**config.mk**
```make
export PLATFORM = sky130hd
export DESIGN_NAME = bitstream_gen_double
export DESIGN_NICKNAME = d
export VERILOG_FILES = /design/src/rtl/bsg_pkg.sv /design/src/rtl/bitstream_ref_cnt.sv /design/src/rtl/bitstream_gen_double.sv
export SDC_FILE = /design/constraint.sdc
export NUM_CORES = 1
export LEC_CHECK = 0
export BUFFER_PORTS_ARGS = -buffer_cell sky130_fd_sc_hd__buf_2
export CORE_MARGIN = 2
export CORE_UTILIZATION = 55
export CTS_CLUSTER_DIAMETER = 30
export DETAILED_ROUTE_END_ITERATION = 8
export PLACE_DENSITY_LB_ADDON = 0.3
export SLEW_MARGIN = 5
export SYNTH_ARGS = -nofsm -noshare
export SYNTH_HDL_FRONTEND = slang
export SYNTH_SLANG_ARGS = --single-unit
```
**constraint.sdc**
```tcl
create_clock -name clk -period 4.42 [get_ports clk]
set_input_delay 0.663 -clock clk [delete_from_list [all_inputs] [get_ports clk]]
set_output_delay 0.663 -clock clk [all_outputs]
set_load 0.02 [all_outputs]
```
**src/rtl/bsg_pkg.sv**
```systemverilog
// Shared types and helpers for the unary bitstream generator.
// Holds the IDLE/RUN state enum and a width-parameterised bit-reverse function.
package bsg_pkg;

  typedef enum logic {
    IDLE = 1'b0,
    RUN  = 1'b1
  } state_t;

  localparam int BSG_MAX_W = 32;

  // Mirrors the low w bits of v; bits at or above w come back as zero.
  function automatic logic [BSG_MAX_W-1:0] bit_rev(input logic [BSG_MAX_W-1:0] v,
                                                   input int w);
    logic [BSG_MAX_W-1:0] r;
    r = '0;
    for (int i = 0; i < BSG_MAX_W; i++) begin
      if (i < w) r[w-1-i] = v[i];
    end
    return r;
  endfunction

endpackage

```
**src/rtl/bitstream_ref_cnt.sv**
```systemverilog
// Period counter for the bitstream generator: counts 0..2^IWID-1 while running,
// flags the last cycle, and produces the comparison reference (bit-reversed when BSG_BITREV_EN is defined).
module bitstream_ref_cnt
  import bsg_pkg::*;
#(
  parameter int IWID = 8
) (
  input  logic            clk,
  input  logic            rst_n,
  input  logic            run,
  input  logic            clear,
  output logic [IWID-1:0] cnt,
  output logic [IWID-1:0] ref_val,
  output logic            last
);

  // Outside RUN the counter parks at zero so every new period starts at cnt=0.
  always_ff @(posedge clk or negedge rst_n) begin
    if (!rst_n) begin
      cnt <= '0;
    end else if (clear || !run) begin
      cnt <= '0;
    end else begin
      cnt <= cnt + 1'b1;
    end
  end

  assign last = run && (cnt == {IWID{1'b1}});

`ifdef BSG_BITREV_EN
  // Bit reversal is a permutation of 0..2^IWID-1, so per-period one counts are unchanged.
  assign ref_val = IWID'(bit_rev(BSG_MAX_W'(cnt), IWID));
`else
  assign ref_val = cnt;
`endif

endmodule

```
**src/rtl/bitstream_gen_double.sv**
```systemverilog
// Double-buffered unary rate-coded bitstream generator (active + shadow banks).
// Optional macro BSG_BITREV_EN selects a bit-reversed reference sequence.
module bitstream_gen_double
  import bsg_pkg::*;
#(
  parameter int ODIM = 4,
  parameter int IWID = 8
) (
  input  logic                      clk,
  input  logic                      rst_n,
  input  logic                      iValid,
  output logic                      oReady,
  input  logic [ODIM-1:0][IWID-1:0] iData,
  input  logic                      iClear,
  output logic                      oValid,
  output logic                      oLast,
  output logic [ODIM-1:0]           oData,
  output state_t                    dbg_state
);

  // Handshake: a value set is taken on any rising edge where iValid && oReady;
  // oReady depends only on registered state, never on iValid.

  state_t                    state, state_n;
  logic                      full, full_n;
  logic [ODIM-1:0][IWID-1:0] active, active_n;
  logic [ODIM-1:0][IWID-1:0] shadow, shadow_n;
  logic [IWID-1:0]           cnt;
  logic [IWID-1:0]           ref_val;
  logic                      last;
  logic                      accept;

  bitstream_ref_cnt #(
    .IWID(IWID)
  ) u_ref_cnt (
    .clk    (clk),
    .rst_n  (rst_n),
    .run    (state == RUN),
    .clear  (iClear),
    .cnt    (cnt),
    .ref_val(ref_val),
    .last   (last)
  );

  assign oReady    = (state == IDLE) || !full;
  assign accept    = iValid && oReady;
  assign oValid    = (state == RUN);
  assign oLast     = last;
  assign dbg_state = state;

  always_ff @(posedge clk or negedge rst_n) begin
    if (!rst_n) begin
      state  <= IDLE;
      full   <= 1'b0;
      active <= '0;
      shadow <= '0;
    end else begin
      state  <= state_n;
      full   <= full_n;
      active <= active_n;
      shadow <= shadow_n;
    end
  end

  always_comb begin
    state_n  = state;
    full_n   = full;
    active_n = active;
    shadow_n = shadow;
    if (iClear) begin
      // Flush wins over any same-cycle load or swap.
      state_n  = IDLE;
      full_n   = 1'b0;
      active_n = '0;
      shadow_n = '0;
    end else begin
      case (state)
        IDLE: begin
          if (accept) begin
            active_n = iData;
            state_n  = RUN;
          end
        end
        RUN: begin
          if (last) begin
            // Period boundary: swap in shadow, else bypass a fresh load, else stop.
            if (full) begin
              active_n = shadow;
              full_n   = 1'b0;
            end else if (accept) begin
              active_n = iData;
            end else begin
              state_n = IDLE;
            end
          end else if (accept) begin
            shadow_n = iData;
            full_n   = 1'b1;
          end
        end
        default: state_n = IDLE;
      endcase
    end
  end

  for (genvar i = 0; i < ODIM; i++) begin : g_stream
    assign oData[i] = oValid && (active[i] > ref_val);
  end

endmodule

```
After elaboration in Yosys (flattened, before gate mapping)
Cells that the tools add are included.

storage, ports and cells
  register bits = 74
  input bits = 36

cells by class
  eq/ne operators = 3
  $add $sub $neg = 1
  mux-type cells = 19
  bitwise gates (word level) = 1
  reduce and logical (&&, ||, !) cells = 15
  $lt $le $gt $ge = 4

operators by type and width
  cell                                           number
  2-to-1 mux 32 bit                              8
  case mux 32 bit (2 select lines)               1
  greater-than comparator 8 bit                  4
  adder 8 x 1 -> 8 bit (second input constant)   1
  == test 8 bit (second input constant)          1
  2-to-1 mux 1 bit                               8
  2-to-1 mux 8 bit                               1
  logical AND 1 bit                              6
  nonzero test 2 bit                             2
  inequality test 3 bit (second input constant)  1
  AND reduction 3 bit                            1
  nonzero test 3 bit                             1
  zero test 1 bit                                2
  logical OR 1 bit                               2
  inequality test 2 bit (second input constant)  1
  case mux 1 bit (2 select lines)                1
  AND reduction 2 bit                            1
  NOT 1 bit                                      1

Depth between registers and ports, before layout
Gate-level depths: netlist of run 1.

  depth after elaboration = 8
  mapped depth = 8

Modules after synthesis
Synthesis of run 1 repeated with hierarchy kept, for this count alone.

unflattened totals
  cells, all modules = 435
  area total of the unflattened synthesis = 4259.1 µm²

by module, submodules not included
  module                area each (µm²)  cells an instance  times used
  bitstream_gen_double  3834.9           391                1
  bitstream_ref_cnt     424.2            44                 1

Worst setup path after synthesis of run 1
Ideal clock, no wire load.

  kind = reg-to-output
  start = register u_ref_cnt.cnt[7]
  end = output port oData[0]
  arrival time = 1471 ps
  stages on the path, launching flop included = 6
  setup slack = 2286 ps
  buffers on the path = 0
  cell sequence = dfrtp_1 > inv_1 > ha_1 > nand4_1 > a21o_1 > a31oi_1

on the way
  longest elaborated chain between the ends = 2

ends and longest elaborated chain
  item                           RTL line                     text
  from (decl)                    bitstream_ref_cnt.sv:12      output logic [IWID-1:0] cnt,
  from (signal assigned)         bitstream_ref_cnt.sv:24      cnt <= cnt + 1'b1;
  greater-than comparator 8 bit  bitstream_gen_double.sv:106  assign oData[i] = oValid && (active[i] > ref_val);
  logical AND 1 bit              bitstream_gen_double.sv:106
  to (decl)                      bitstream_gen_double.sv:17   output logic [ODIM-1:0] oData,

No other way between the ends.

Final worst setup path of run 1
  start = register u_ref_cnt.cnt[1]
  end = output port oData[2]

The elaborated chain is that of the path after synthesis.

==> metrics.json, run 1 <==
{
  "finalSetupViolCount": {"value": 0},
  "cts_max_path_buffers": {"value": 2},
  "mux_share_of_post_synthesis_cell_area": {"value": 0, "unit": "%"},
  "synthesis.instances": {"value": 428},
  "synth_xor_area_share": {"value": 1.254, "unit": "%"},
  "clock_latency": {"value": 0.36, "unit": "ns"},
  "firstDrtPassIters": {"value": 4},
  "period_minus_slack": {"value": 2.689, "unit": "ns"},
  "gp_congestion": {"value": 0.8460},
  "synth.top_cells.by_area": {"value": "dfrtp_1 44%, ha_1 9.9%, a22o_1 6.7%"},
  "synth_top_area_cell": {"value": "dfrtp_1"},
  "worst_path_dominant_cell_family": {"value": "compound AO/OA/AOI/OAI gates"},
  "initialDrtViolationCount": {"value": 176},
  "synth_area_per_cell": {"value": 9.793, "unit": "um2"},
  "postCtsResizedCells": {"value": 0},
  "h_tree_depth": {"value": 3},
  "globalRoute.busiestLayer": {"value": "met2"},
  "antenna_violating_nets_post_route": {"value": 0},
  "placementRows": {"value": 31},
  "status": {"value": "finished clean"},
  "placeableCoreArea": {"value": 7331, "unit": "um2"},
  "report.final.slew_viol_count": {"value": 0},
  "synth_enable_flop_cells": {"value": 0},
  "worst_slew_margin_rel": {"value": 35.83, "unit": "%"},
  "leakage": {"value": 2.400, "unit": "nW"},
  "dominantRegCellSynth": {"value": "dfrtp_1"},
  "numCtsBuffers": {"value": 9},
  "route.final.wire_length": {"value": 9301, "unit": "um"},
  "finish.net_count": {"value": 521},
  "final_layout_size_suffix_gt1_share": {"value": 15.10, "unit": "%"},
  "synth_top_area_share": {"value": 44.18, "unit": "%"},
  "ctsRootBufferMaster": {"value": "clkbuf_8"},
  "num_io_pins": {"value": 44},
  "timing.setup.tns": {"value": 0, "unit": "ns"},
  "port_buffers": {"value": 43},
  "routed_via_density": {"value": 5.955},
  "path_buf_inv": {"value": 2},
  "die_height": {"value": 91.30, "unit": "um"},
  "post_synth_most_frequent_cells": {"value": "74 x dfrtp_1, 44 x inv_1, 42 x nor2_1"},
  "final_min_period_over_clock_period": {"value": 60.83, "unit": "%"},
  "hold_buffers": {"value": 0},
  "synthesis.yosys.warnings": {"value": 0},
  "crit_path_cell_trace": {"value": "inv_1 > ha_1 > nor2b_1 > o211ai_1 > a21oi_1 > o21ba_2 > buf_2"},
  "worst_path_max_delay_cell": {"value": "dfrtp_1"},
  "fp.dieArea": {"value": 8336, "unit": "um2"},
  "skew": {"value": 0.01864, "unit": "ns"},
  "synth_adder_area_share": {"value": 9.851, "unit": "%"},
  "grt_start_max_net_pins": {"value": 54},
  "layout_stage_area_growth_over_the_synthesis_result": {"value": 9.970, "unit": "%"},
  "timing.rr.end": {"value": "active[6]"},
  "share_of_the_core_filled_with_cells": {"value": 62.88, "unit": "%"},
  "synth-simple-area-share": {"value": 9.254, "unit": "%"},
  "synth_top_family_by_area": {"value": "compound AO/OA/AOI/OAI gates"},
  "globalRouteMet3Util": {"value": 3.568, "unit": "%"},
  "critical_path_fanouts_max": {"value": 4},
  "antenna_found_initial": {"value": 0},
  "worst_hold_path_type": {"value": "in -> async"},
  "timing.critical_path.depth": {"value": 7},
  "cp-start-kind": {"value": "register"},
  "synth.most_common_cell": {"value": "dfrtp_1"},
  "critical-path-max-stage-delay": {"value": 0.40, "unit": "ns"},
  "antenna_cells_inserted": {"value": 0},
  "floorplan.initialDensity": {"value": 57.18, "unit": "%"},
  "first_global_vias": {"value": 3353},
  "post-dp-hpwl": {"value": 6450, "unit": "um"},
  "timing.final.hold_violations": {"value": 0},
  "r2r_setup_slack": {"value": 1.82, "unit": "ns"},
  "end_kind": {"value": "output pin"},
  "clock.fmax": {"value": 372.0, "unit": "MHz"},
  "route.vias.total": {"value": 3311},
  "grt_util_met2": {"value": 40.86, "unit": "%"},
  "vdd_ir_drop_max": {"value": 0.2109, "unit": "mV"},
  "cts.sink_count": {"value": 74},
  "worst_r2r_path_depth": {"value": 5},
  "setup.worst_path.class": {"value": "reg -> out"},
  "ys_ff_latch": {"value": 74},
  "critPathRequiredTime": {"value": 3.76, "unit": "ns"},
  "post-cts-setup-buffers": {"value": 0},
  "yosys.cell_types.count": {"value": 28},
  "synth_async_sr_flop_share": {"value": 100.0, "unit": "%"},
  "complex_gate_fraction_of_the_synthesized_area": {"value": 27.40, "unit": "%"},
  "critPathLaunch": {"value": "u_ref_cnt.cnt[1]"},
  "drc_errors": {"value": 0},
  "synth_seq_area_share": {"value": 44.18, "unit": "%"},
  "path_clk_slew": {"value": 0.09, "unit": "ns"},
  "number_of_nets_in_the_synthesized_netlist": {"value": 497},
  "timing.max_cap.violations": {"value": 0},
  "synthesis.area": {"value": 4192, "unit": "um2"},
  "cts_tree": {"value": "built"},
  "r2r-start": {"value": "u_ref_cnt.cnt[0]"},
  "worstMarginPinSlew": {"value": 0.9590, "unit": "ns"},
  "overflow": {"value": 0},
  "power.density": {"value": 360.6, "unit": "nW/um2"},
  "crit_arrival": {"value": 2.03, "unit": "ns"},
  "routed_wire_length_per_instance": {"value": 16.73, "unit": "um"},
  "globalRouteTotalUtil": {"value": 24.26, "unit": "%"},
  "die_w": {"value": 91.30, "unit": "um"},
  "setup_repair_after_global_routing_missed_its_margin": {"value": "false"},
  "endpoint": {"value": "oData[2]"},
  "met1_layer_usage_reported_by_global_route": {"value": 31.80, "unit": "%"},
  "grt_first_pass_wirelength": {"value": 16080, "unit": "um"}
}
## flip-flops by register name, indices dropped and copies added (netlist names)
| signal | count |
|---|---|
| shadow | 32 |
| u_ref_cnt.cnt | 8 |
| dbg_state | 1 |
| full | 1 |
| active | 32 |
## worst min path at each step
stage                 endpoint  depth (start not counted)       start  slack (ns)
floorplan            active[0]                          0       rst_n        0.37
global placement    active[24]                          1  active[24]        0.48
detailed placement   active[8]                          1   active[8]        0.48
CTS                 shadow[18]                          1       rst_n        0.47
global route        shadow[18]                          1       rst_n        0.50
finish              shadow[18]                          1       rst_n        0.43
## power breakdown
group / switching (mW) / internal, mW / total, mW
sequential: 0.0446 / 0.734 / 0.779
combinational: 0.189 / 0.150 / 0.340
clock: 0.279 / 0.264 / 0.544
## cells in the final DEF (no fill, tap or decap), types with 2 or more instances in the layout
cell	n
buf_2	43
a31oi_1	3
nor2_1	42
ha_1	33
nand2_1	19
xnor2_1	6
o21ai_0	5
inv_1	44
buf_4	6
o211ai_1	4
inv_6	2
a311oi_1	32
nor2b_1	4
dfrtp_1	74
clkinvlp_4	2
a22o_1	32
nand4_1	8
nand3_1	7
clkbuf_8	9
a21o_1	6
o22a_1	32
a21oi_1	29
and3_1	4
## per-layer routing
layer	vias up	share of wire, %
met1	1614	44
met2	68	49
met3	15	4.3
met5	-	0
li1	1614	-
met4	0	2.0
## area by class of cell
| cell class | count | area [um2] |
|---|---|---|
| Fill cell | 635 | 2721 |
| Timing Repair Buffer | 49 | 260.3 |
| Sequential cell | 74 | 1852 |
| Inverter | 44 | 165.2 |
| Multi-Input combinational cell | 274 | 2008 |
| Tap cell | 99 | 123.9 |
| Clock buffer | 9 | 123.9 |
| Clock inverter | 7 | 76.32 |
## cells by family (layout without fill, tap and decap cells)
family	count (synthesis)	after routing
flip-flops	74	74
AO/OA/AOI/OAI	147	147
buffers and inverters	80	109
XOR/XNOR	6	6
adder cells (fa/ha/maj)	33	33
AND/OR/NAND/NOR	88	88
## per-stage QoR
step / power, mW / hold WS (ns) / instances / area (um2) / worst slack [ns]
floorplan: 1.026 / 0.3674 / 428 / 4192 / 2.286
global placement: 1.112 / 0.4775 / 540 / 4409 / 1.537
detailed placement: 1.132 / 0.4837 / 540 / 4409 / 1.448
CTS: 1.673 / 0.4713 / 556 / 4609 / 1.725
global route: 1.755 / 0.5040 / 556 / 4609 / 1.594
finish: 1.662 / 0.4285 / 556 / 4609 / 1.731
No activity file was read; power rests on OpenSTA's default activity.
==> run 2: changes to the inputs <==
- clock period: 4.42 -> 2.6 ns (I/O delays scaled with it)
==> metrics.json, run 2 (synthesis gave the netlist of run 1 again) <==
{
  "placeableCoreArea": {"value": 7331, "unit": "um2", "change": "unchanged"},
  "finish.net_count": {"value": 529, "change": "was 521"},
  "grt_start_max_net_pins": {"value": 50, "change": "was 54"},
  "overflow": {"value": 0, "change": "unchanged"},
  "timing.max_cap.violations": {"value": 0, "change": "unchanged"},
  "worst_path_dominant_cell_family": {"value": "flip-flops", "change": "was compound AO/OA/AOI/OAI gates"},
  "path_clk_slew": {"value": 0.08, "unit": "ns", "change": "was 0.09 ns"},
  "antenna_cells_inserted": {"value": 0, "change": "unchanged"},
  "r2r_setup_slack": {"value": 0.37, "unit": "ns", "change": "was 1.82 ns"},
  "whs_path_depth": {"value": 2},
  "grt_first_pass_wirelength": {"value": 16440, "unit": "um", "change": "was 16080 um"},
  "route.final.wire_length": {"value": 9616, "unit": "um", "change": "was 9301 um"},
  "status": {"value": "finished clean", "change": "unchanged"},
  "multiInputGateArea": {"value": 2008, "unit": "um2", "change": "unchanged"},
  "end_kind": {"value": "output pin", "change": "unchanged"},
  "vdd_ir_drop_max": {"value": 0.3058, "unit": "mV", "change": "was 0.2109 mV"},
  "route.vias.total": {"value": 3388, "change": "was 3311"},
  "worst_slew_margin_rel": {"value": 34.20, "unit": "%", "change": "was 35.83%"},
  "crit_path_cell_trace": {"value": "inv_1 > ha_1 > nand4_1 > a21o_1 > a31oi_1 > buf_2", "change": "was inv_1 > ha_1 > nor2b_1 > o211ai_1 > a21oi_1 > o21ba_2 > buf_2"},
  "setup.worst_path.class": {"value": "reg -> out", "change": "unchanged"},
  "cts_max_path_buffers": {"value": 2, "change": "unchanged"},
  "floorplan.initialDensity": {"value": 57.18, "unit": "%", "change": "unchanged"},
  "finalSetupViolCount": {"value": 0, "change": "unchanged"},
  "num_io_pins": {"value": 44, "change": "unchanged"},
  "holdCritStartpoint": {"value": "iData[23]"},
  "place_ws": {"value": 0.4324, "unit": "ns", "change": "was 1.448 ns"},
  "cp-start-kind": {"value": "register", "change": "unchanged"},
  "clock_latency": {"value": 0.36, "unit": "ns", "change": "about the same"},
  "antenna_found_initial": {"value": 0, "change": "unchanged"},
  "path_buf_inv": {"value": 2, "change": "unchanged"},
  "ctsRootBufferMaster": {"value": "clkbuf_8", "change": "unchanged"},
  "crit_arrival": {"value": 2.10, "unit": "ns", "change": "was 2.03 ns"},
  "layout.cells.most_common_list": {"value": "74 x dfrtp_1, 44 x inv_1, 43 x buf_2", "change": "unchanged"},
  "clock.fmax": {"value": 402.1, "unit": "MHz"},
  "timing.rr.end": {"value": "active[6]", "change": "unchanged"},
  "ff_latch_area": {"value": 1852, "unit": "um2", "change": "unchanged"},
  "leakage": {"value": 2.465, "unit": "nW", "change": "was 2.400 nW"},
  "skew": {"value": 0.01250, "unit": "ns", "change": "was 0.01864 ns"},
  "cts.sink_count": {"value": 74, "change": "unchanged"},
  "numCtsBuffers": {"value": 9, "change": "unchanged"},
  "drc_errors": {"value": 0, "change": "unchanged"},
  "period_minus_slack": {"value": 2.487, "unit": "ns"},
  "port_buffers": {"value": 43, "change": "unchanged"},
  "post-dp-hpwl": {"value": 6654, "unit": "um", "change": "was 6450 um"},
  "initialDrtViolationCount": {"value": 178, "change": "was 176"},
  "worst_path_max_delay_cell": {"value": "dfrtp_1", "change": "unchanged"},
  "final_layout_size_suffix_gt1_share": {"value": 16.13, "unit": "%", "change": "was 15.10%"},
  "critPathRequiredTime": {"value": 2.21, "unit": "ns", "change": "was 3.76 ns"},
  "critical-path-max-stage-delay": {"value": 0.45, "unit": "ns", "change": "was 0.40 ns"},
  "first_global_vias": {"value": 3420, "change": "was 3353"},
  "firstDrtPassIters": {"value": 4, "change": "unchanged"},
  "postLayoutSetupSlackWorst": {"value": 0.1131, "unit": "ns", "change": "was 1.731 ns"},
  "gp_congestion": {"value": 0.8875, "change": "was 0.8460"},
  "layout.cells.most_common": {"value": "dfrtp_1", "change": "unchanged"},
  "die_height": {"value": 91.30, "unit": "um", "change": "unchanged"},
  "final_min_period_over_clock_period": {"value": 95.65, "unit": "%"},
  "die_w": {"value": 91.30, "unit": "um", "change": "unchanged"},
  "routed_via_density": {"value": 6.007, "change": "was 5.955"},
  "globalRouteTotalUtil": {"value": 25.29, "unit": "%", "change": "was 24.26%"},
  "placementRows": {"value": 31, "change": "unchanged"},
  "postCtsResizedCells": {"value": 0, "change": "unchanged"},
  "r2r-start": {"value": "u_ref_cnt.cnt[0]", "change": "unchanged"},
  "report.final.slew_viol_count": {"value": 0, "change": "unchanged"},
  "cts_tree": {"value": "built", "change": "unchanged"},
  "worstMarginPinSlew": {"value": 0.9833, "unit": "ns", "change": "was 0.9590 ns"},
  "fp.dieArea": {"value": 8336, "unit": "um2", "change": "unchanged"},
  "timing.hold.ws": {"value": 0.2603, "unit": "ns", "change": "was 0.4285 ns"},
  "worst_hold_path_type": {"value": "in -> reg", "change": "was in -> async"},
  "h_tree_depth": {"value": 3, "change": "unchanged"},
  "fillers": {"value": 597, "change": "was 635"},
  "power.density": {"value": 643.6, "unit": "nW/um2", "change": "was 360.6 nW/um2"},
  "biggestRegsByFlops": {"value": "active: 32 flops, shadow: 32 flops, u_ref_cnt.cnt: 8 flops", "change": "unchanged"},
  "antenna_violating_nets_post_route": {"value": 0, "change": "unchanged"},
  "layout_stage_area_growth_over_the_synthesis_result": {"value": 12.72, "unit": "%", "change": "was 9.970%"},
  "critical_path_fanouts_max": {"value": 5, "change": "was 4"},
  "worst_r2r_path_depth": {"value": 5, "change": "unchanged"},
  "timing.setup.tns": {"value": 0, "unit": "ns", "change": "unchanged"},
  "routed_wire_length_per_instance": {"value": 17.05, "unit": "um", "change": "was 16.73 um"},
  "hold-path-endpoint": {"value": "shadow[23]"},
  "timing.final.hold_violations": {"value": 0, "change": "unchanged"},
  "setup_repair_after_global_routing_missed_its_margin": {"value": "false", "change": "unchanged"}
}
run 2: cell count changes in the layout (fill, tap and decap cells not counted), sizes merged:
cell         delta
buf             +7
bufinv          +2
clkbuf          +3
clkinv          -2
clkinvlp        -1
dlygate4sd3     +1
inv             -2
run 2: final cells by class:
type / count / share of cell area (%)
Timing Repair Buffer: 57 / 6.833
Inverter: 44 / 3.496
Tap cell: 99 / 2.622
Sequential cell: 74 / 39.20
Clock buffer: 12 / 3.284
Multi-Input combinational cell: 274 / 42.51
Clock inverter: 4 / 2.066
run 2: timing repair:
| action | 4_1_cts | 5_1_grt |
|---|---|---|
| setup endpoints to repair | 0 | 0 |
| hold buffers | 1 | 0 |
| hold endpoints to repair | 19 | 0 |
| setup buffers | 0 | 0 |
run 2: worst max-delay path by stage:
stage / startpoint / endpoint / slack (ns) / depth (start not counted)
CTS: u_ref_cnt.cnt[7] / oData[1] / 0.13 / 6
global route: u_ref_cnt.cnt[7] / oData[1] / 0.03 / 6
global placement: u_ref_cnt.cnt[0] / active[6] / 0.50 / 5
detailed placement: u_ref_cnt.cnt[0] / active[6] / 0.43 / 5
floorplan: u_ref_cnt.cnt[7] / oData[0] / 0.74 / 5
finish: u_ref_cnt.cnt[7] / oData[1] / 0.11 / 6
run 2: metrics by stage:
step	cells	util, %	power [mW]	area, um2
final	564	64.45	3.041	4725
after floorplan	428	-	1.745	4192
after CTS	564	64.45	3.058	4725
after global placement	547	60.86	1.905	4462
after global routing	564	64.45	3.196	4725
after detailed placement	547	60.86	1.935	4462
run 2: where the power goes:
group / internal, mW / total (mW) / switching [mW] / leakage [nW]
Clock: 0.691 / 1.13 / 0.436 / 0.123
Sequential: 1.25 / 1.32 / 0.0688 / 0.987
Combinational: 0.265 / 0.598 / 0.333 / 1.36
Total: 2.20 / 3.04 / 0.837 / 2.47
run 2: routing by layer:
| layer | global-route usage [%] | wire length [um] | vias up |
|---|---|---|---|
| li1 | - | - | 1627 |
| met2 | 43.21 | 4756 | 88 |
| met3 | 3.485 | 424 | 16 |
| met5 | 0 | 0 | - |
| met4 | 10.73 | 201 | 0 |
| met1 | 32.24 | 4233 | 1657 |
run 2: worst register-to-register path, stage by stage (launching register included):
cell and delay, ns:
dfrtp_1 0.49, ha_1 0.22, and3_1 0.29, a31oi_4 0.13, nor2_1 0.77, o22a_1 0.26
==> run 3: changes to the inputs <==
- RECOVER_POWER: default -> 100
==> metrics.json, run 3 (synthesis gave the netlist of run 1 again) <==
{
  "initialDrtViolationCount": {"value": 236, "change": "was 178"},
  "cp-start-kind": {"value": "register", "change": "unchanged"},
  "critical-path-max-stage-delay": {"value": 0.41, "unit": "ns", "change": "was 0.45 ns"},
  "firstDrtPassIters": {"value": 4, "change": "unchanged"},
  "post-cts-setup-buffers": {"value": 0, "change": "unchanged"},
  "die_w": {"value": 91.30, "unit": "um", "change": "unchanged"},
  "layout.cells.most_common": {"value": "dfrtp_1", "change": "unchanged"},
  "numCtsBuffers": {"value": 9, "change": "unchanged"},
  "antenna_found_initial": {"value": 0, "change": "unchanged"},
  "setup.worst_path.class": {"value": "reg -> out", "change": "unchanged"},
  "vdd_ir_drop_max": {"value": 0.3032, "unit": "mV", "change": "was 0.3058 mV"},
  "postCtsResizedCells": {"value": 0, "change": "unchanged"},
  "clock_latency": {"value": 0.36, "unit": "ns", "change": "about the same"},
  "route.final.wire_length": {"value": 9612, "unit": "um", "change": "was 9616 um"},
  "floorplan.initialDensity": {"value": 57.18, "unit": "%", "change": "unchanged"},
  "placeableCoreArea": {"value": 7331, "unit": "um2", "change": "unchanged"},
  "path_clk_slew": {"value": 0.08, "unit": "ns", "change": "about the same"},
  "die_height": {"value": 91.30, "unit": "um", "change": "unchanged"},
  "worst_slew_margin_rel": {"value": 23.05, "unit": "%", "change": "was 34.20%"},
  "crit_path_cell_trace": {"value": "inv_1 > ha_1 > nand4_1 > a21o_1 > a31oi_1 > clkbuf_2", "change": "was inv_1 > ha_1 > nand4_1 > a21o_1 > a31oi_1 > buf_2"},
  "critPathLaunch": {"value": "u_ref_cnt.cnt[7]", "change": "unchanged"},
  "post-dp-hpwl": {"value": 6654, "unit": "um", "change": "unchanged"},
  "antenna_cells_inserted": {"value": 0, "change": "unchanged"},
  "hold_buffers": {"value": 1, "change": "unchanged"},
  "report.final.slew_viol_count": {"value": 0, "change": "unchanged"},
  "skew": {"value": 0.01287, "unit": "ns", "change": "was 0.01250 ns"},
  "worst_r2r_path_depth": {"value": 6, "change": "was 5"},
  "biggestRegsByFlops": {"value": "active: 32 flops, shadow: 32 flops, u_ref_cnt.cnt: 8 flops", "change": "unchanged"},
  "finalSetupViolCount": {"value": 0, "change": "unchanged"},
  "timing.max_cap.violations": {"value": 0, "change": "unchanged"},
  "cts.sink_count": {"value": 74, "change": "unchanged"},
  "power.density": {"value": 647.4, "unit": "nW/um2", "change": "was 643.6 nW/um2"},
  "final_min_period_over_clock_period": {"value": 94.89, "unit": "%", "change": "was 95.65%"},
  "r2r-start": {"value": "u_ref_cnt.cnt[0]", "change": "unchanged"},
  "status": {"value": "finished clean", "change": "unchanged"},
  "instances_no_fill": {"value": 564, "change": "unchanged"},
  "ctsRootBufferMaster": {"value": "clkbuf_8", "change": "unchanged"},
  "end_kind": {"value": "output pin", "change": "unchanged"},
  "placementRows": {"value": 31, "change": "unchanged"},
  "timing.rr.end": {"value": "shadow[6]", "change": "was active[6]"},
  "placedCellCount": {"value": 547, "change": "unchanged"},
  "first_global_vias": {"value": 3420, "change": "unchanged"},
  "worst_path_max_delay_cell": {"value": "dfrtp_1", "change": "unchanged"},
  "port_buffers": {"value": 43, "change": "unchanged"},
  "period_minus_slack": {"value": 2.467, "unit": "ns", "change": "was 2.487 ns"},
  "final_layout_size_suffix_gt1_share": {"value": 14.62, "unit": "%", "change": "was 16.13%"},
  "setup_repair_after_global_routing_missed_its_margin": {"value": "false", "change": "unchanged"},
  "routed_wire_length_per_instance": {"value": 17.04, "unit": "um", "change": "was 17.05 um"},
  "overflow": {"value": 0, "change": "unchanged"},
  "globalRouteTotalUtil": {"value": 25.29, "unit": "%", "change": "unchanged"},
  "cts_max_path_buffers": {"value": 2, "change": "unchanged"},
  "h_tree_depth": {"value": 3, "change": "unchanged"},
  "leakage": {"value": 2.448, "unit": "nW", "change": "was 2.465 nW"},
  "layout.cells.most_common_list": {"value": "74 x dfrtp_1, 44 x inv_1, 42 x nor2_1", "change": "was 74 x dfrtp_1, 44 x inv_1, 43 x buf_2"},
  "crit_arrival": {"value": 2.08, "unit": "ns", "change": "was 2.10 ns"},
  "grt_start_max_net_pins": {"value": 50, "change": "unchanged"},
  "fp.dieArea": {"value": 8336, "unit": "um2", "change": "unchanged"},
  "route.vias.total": {"value": 3366, "change": "was 3388"},
  "clock.fmax": {"value": 405.3, "unit": "MHz", "change": "was 402.1 MHz"},
  "timing.final.hold_violations": {"value": 0, "change": "unchanged"},
  "r2r_setup_slack": {"value": 0.24, "unit": "ns", "change": "was 0.37 ns"},
  "drc_errors": {"value": 0, "change": "unchanged"},
  "timing.setup.tns": {"value": 0, "unit": "ns", "change": "unchanged"},
  "worst_hold_path_type": {"value": "in -> reg", "change": "unchanged"},
  "antenna_violating_nets_post_route": {"value": 0, "change": "unchanged"},
  "worstMarginPinSlew": {"value": 1.154, "unit": "ns", "change": "was 0.9833 ns"},
  "endpoint": {"value": "oData[1]", "change": "unchanged"},
  "critPathRequiredTime": {"value": 2.21, "unit": "ns", "change": "about the same"},
  "finish.net_count": {"value": 529, "change": "unchanged"},
  "num_io_pins": {"value": 44, "change": "unchanged"},
  "timing.hold.ws": {"value": 0.2598, "unit": "ns", "change": "was 0.2603 ns"},
  "grt_first_pass_wirelength": {"value": 16440, "unit": "um", "change": "unchanged"},
  "cts_tree": {"value": "built", "change": "unchanged"},
  "layout_stage_area_growth_over_the_synthesis_result": {"value": 11.79, "unit": "%", "change": "was 12.72%"},
  "routed_via_density": {"value": 5.968, "change": "was 6.007"},
  "gp_congestion": {"value": 0.8875, "change": "unchanged"},
  "critical_path_fanouts_max": {"value": 5, "change": "unchanged"}
}
==> run 3: how the worst min path moves through the flow <==
stage	cells past startpoint	slack (ns)	from	end
after detailed placement	1	0.38	rst_n	shadow[18]
after floorplan	0	0.09	rst_n	active[0]
after global placement	1	0.37	rst_n	shadow[18]
final	2	0.26	iData[14]	shadow[14]
after global routing	2	0.27	iData[18]	shadow[18]
after CTS	2	0.25	iData[14]	shadow[14]
==> run 3: per-stage QoR <==
stage	area, um2	power [mW]	setup slack, ns	utilization (%)
3_3_place_gp	4462	1.905	0.4993	60.86
5_1_grt	4686	3.188	0.04444	63.92
4_1_cts	4725	3.058	0.1256	64.45
2_1_floorplan	4192	1.745	0.7391	-
6_report	4686	3.033	0.1329	63.92
3_5_place_dp	4462	1.935	0.4324	60.86
==> run 3: report_power, final <==
part	internal [mW]	switching [mW]
Combinational	0.257	0.331
Clock	0.691	0.438
Sequential	1.25	0.0684
==> run 3: critical path, delay by kind of cell, from the launching register on <==
| family | cells | cell delay, ns |
|---|---|---|
| AND/OR/NAND/NOR | 1 | 0.13 |
| flip-flops | 1 | 0.41 |
| AO/OA/AOI/OAI | 2 | 0.43 |
| adder cells (fa/ha/maj) | 1 | 0.36 |
| buffers and inverters | 2 | 0.40 |
==> run 3: metal layers <==
layer | GRT usage, % | wire, um | up-vias
li1 | - | - | 1627
met1 | 32.24 | 4201 | 1634
met5 | 0 | 0 | -
met3 | 3.485 | 554 | 13
met4 | 10.73 | 148 | 0
met2 | 43.21 | 4706 | 92
==> run 3: layout make-up <==
type	instances	area, um2
Clock buffer	12	155.1
Clock inverter	4	97.59
Fill cell	605	2645
Inverter	44	165.2
Multi-Input combinational cell	274	1993
Sequential cell	74	1852
Tap cell	99	123.9
Timing Repair Buffer	57	299.0
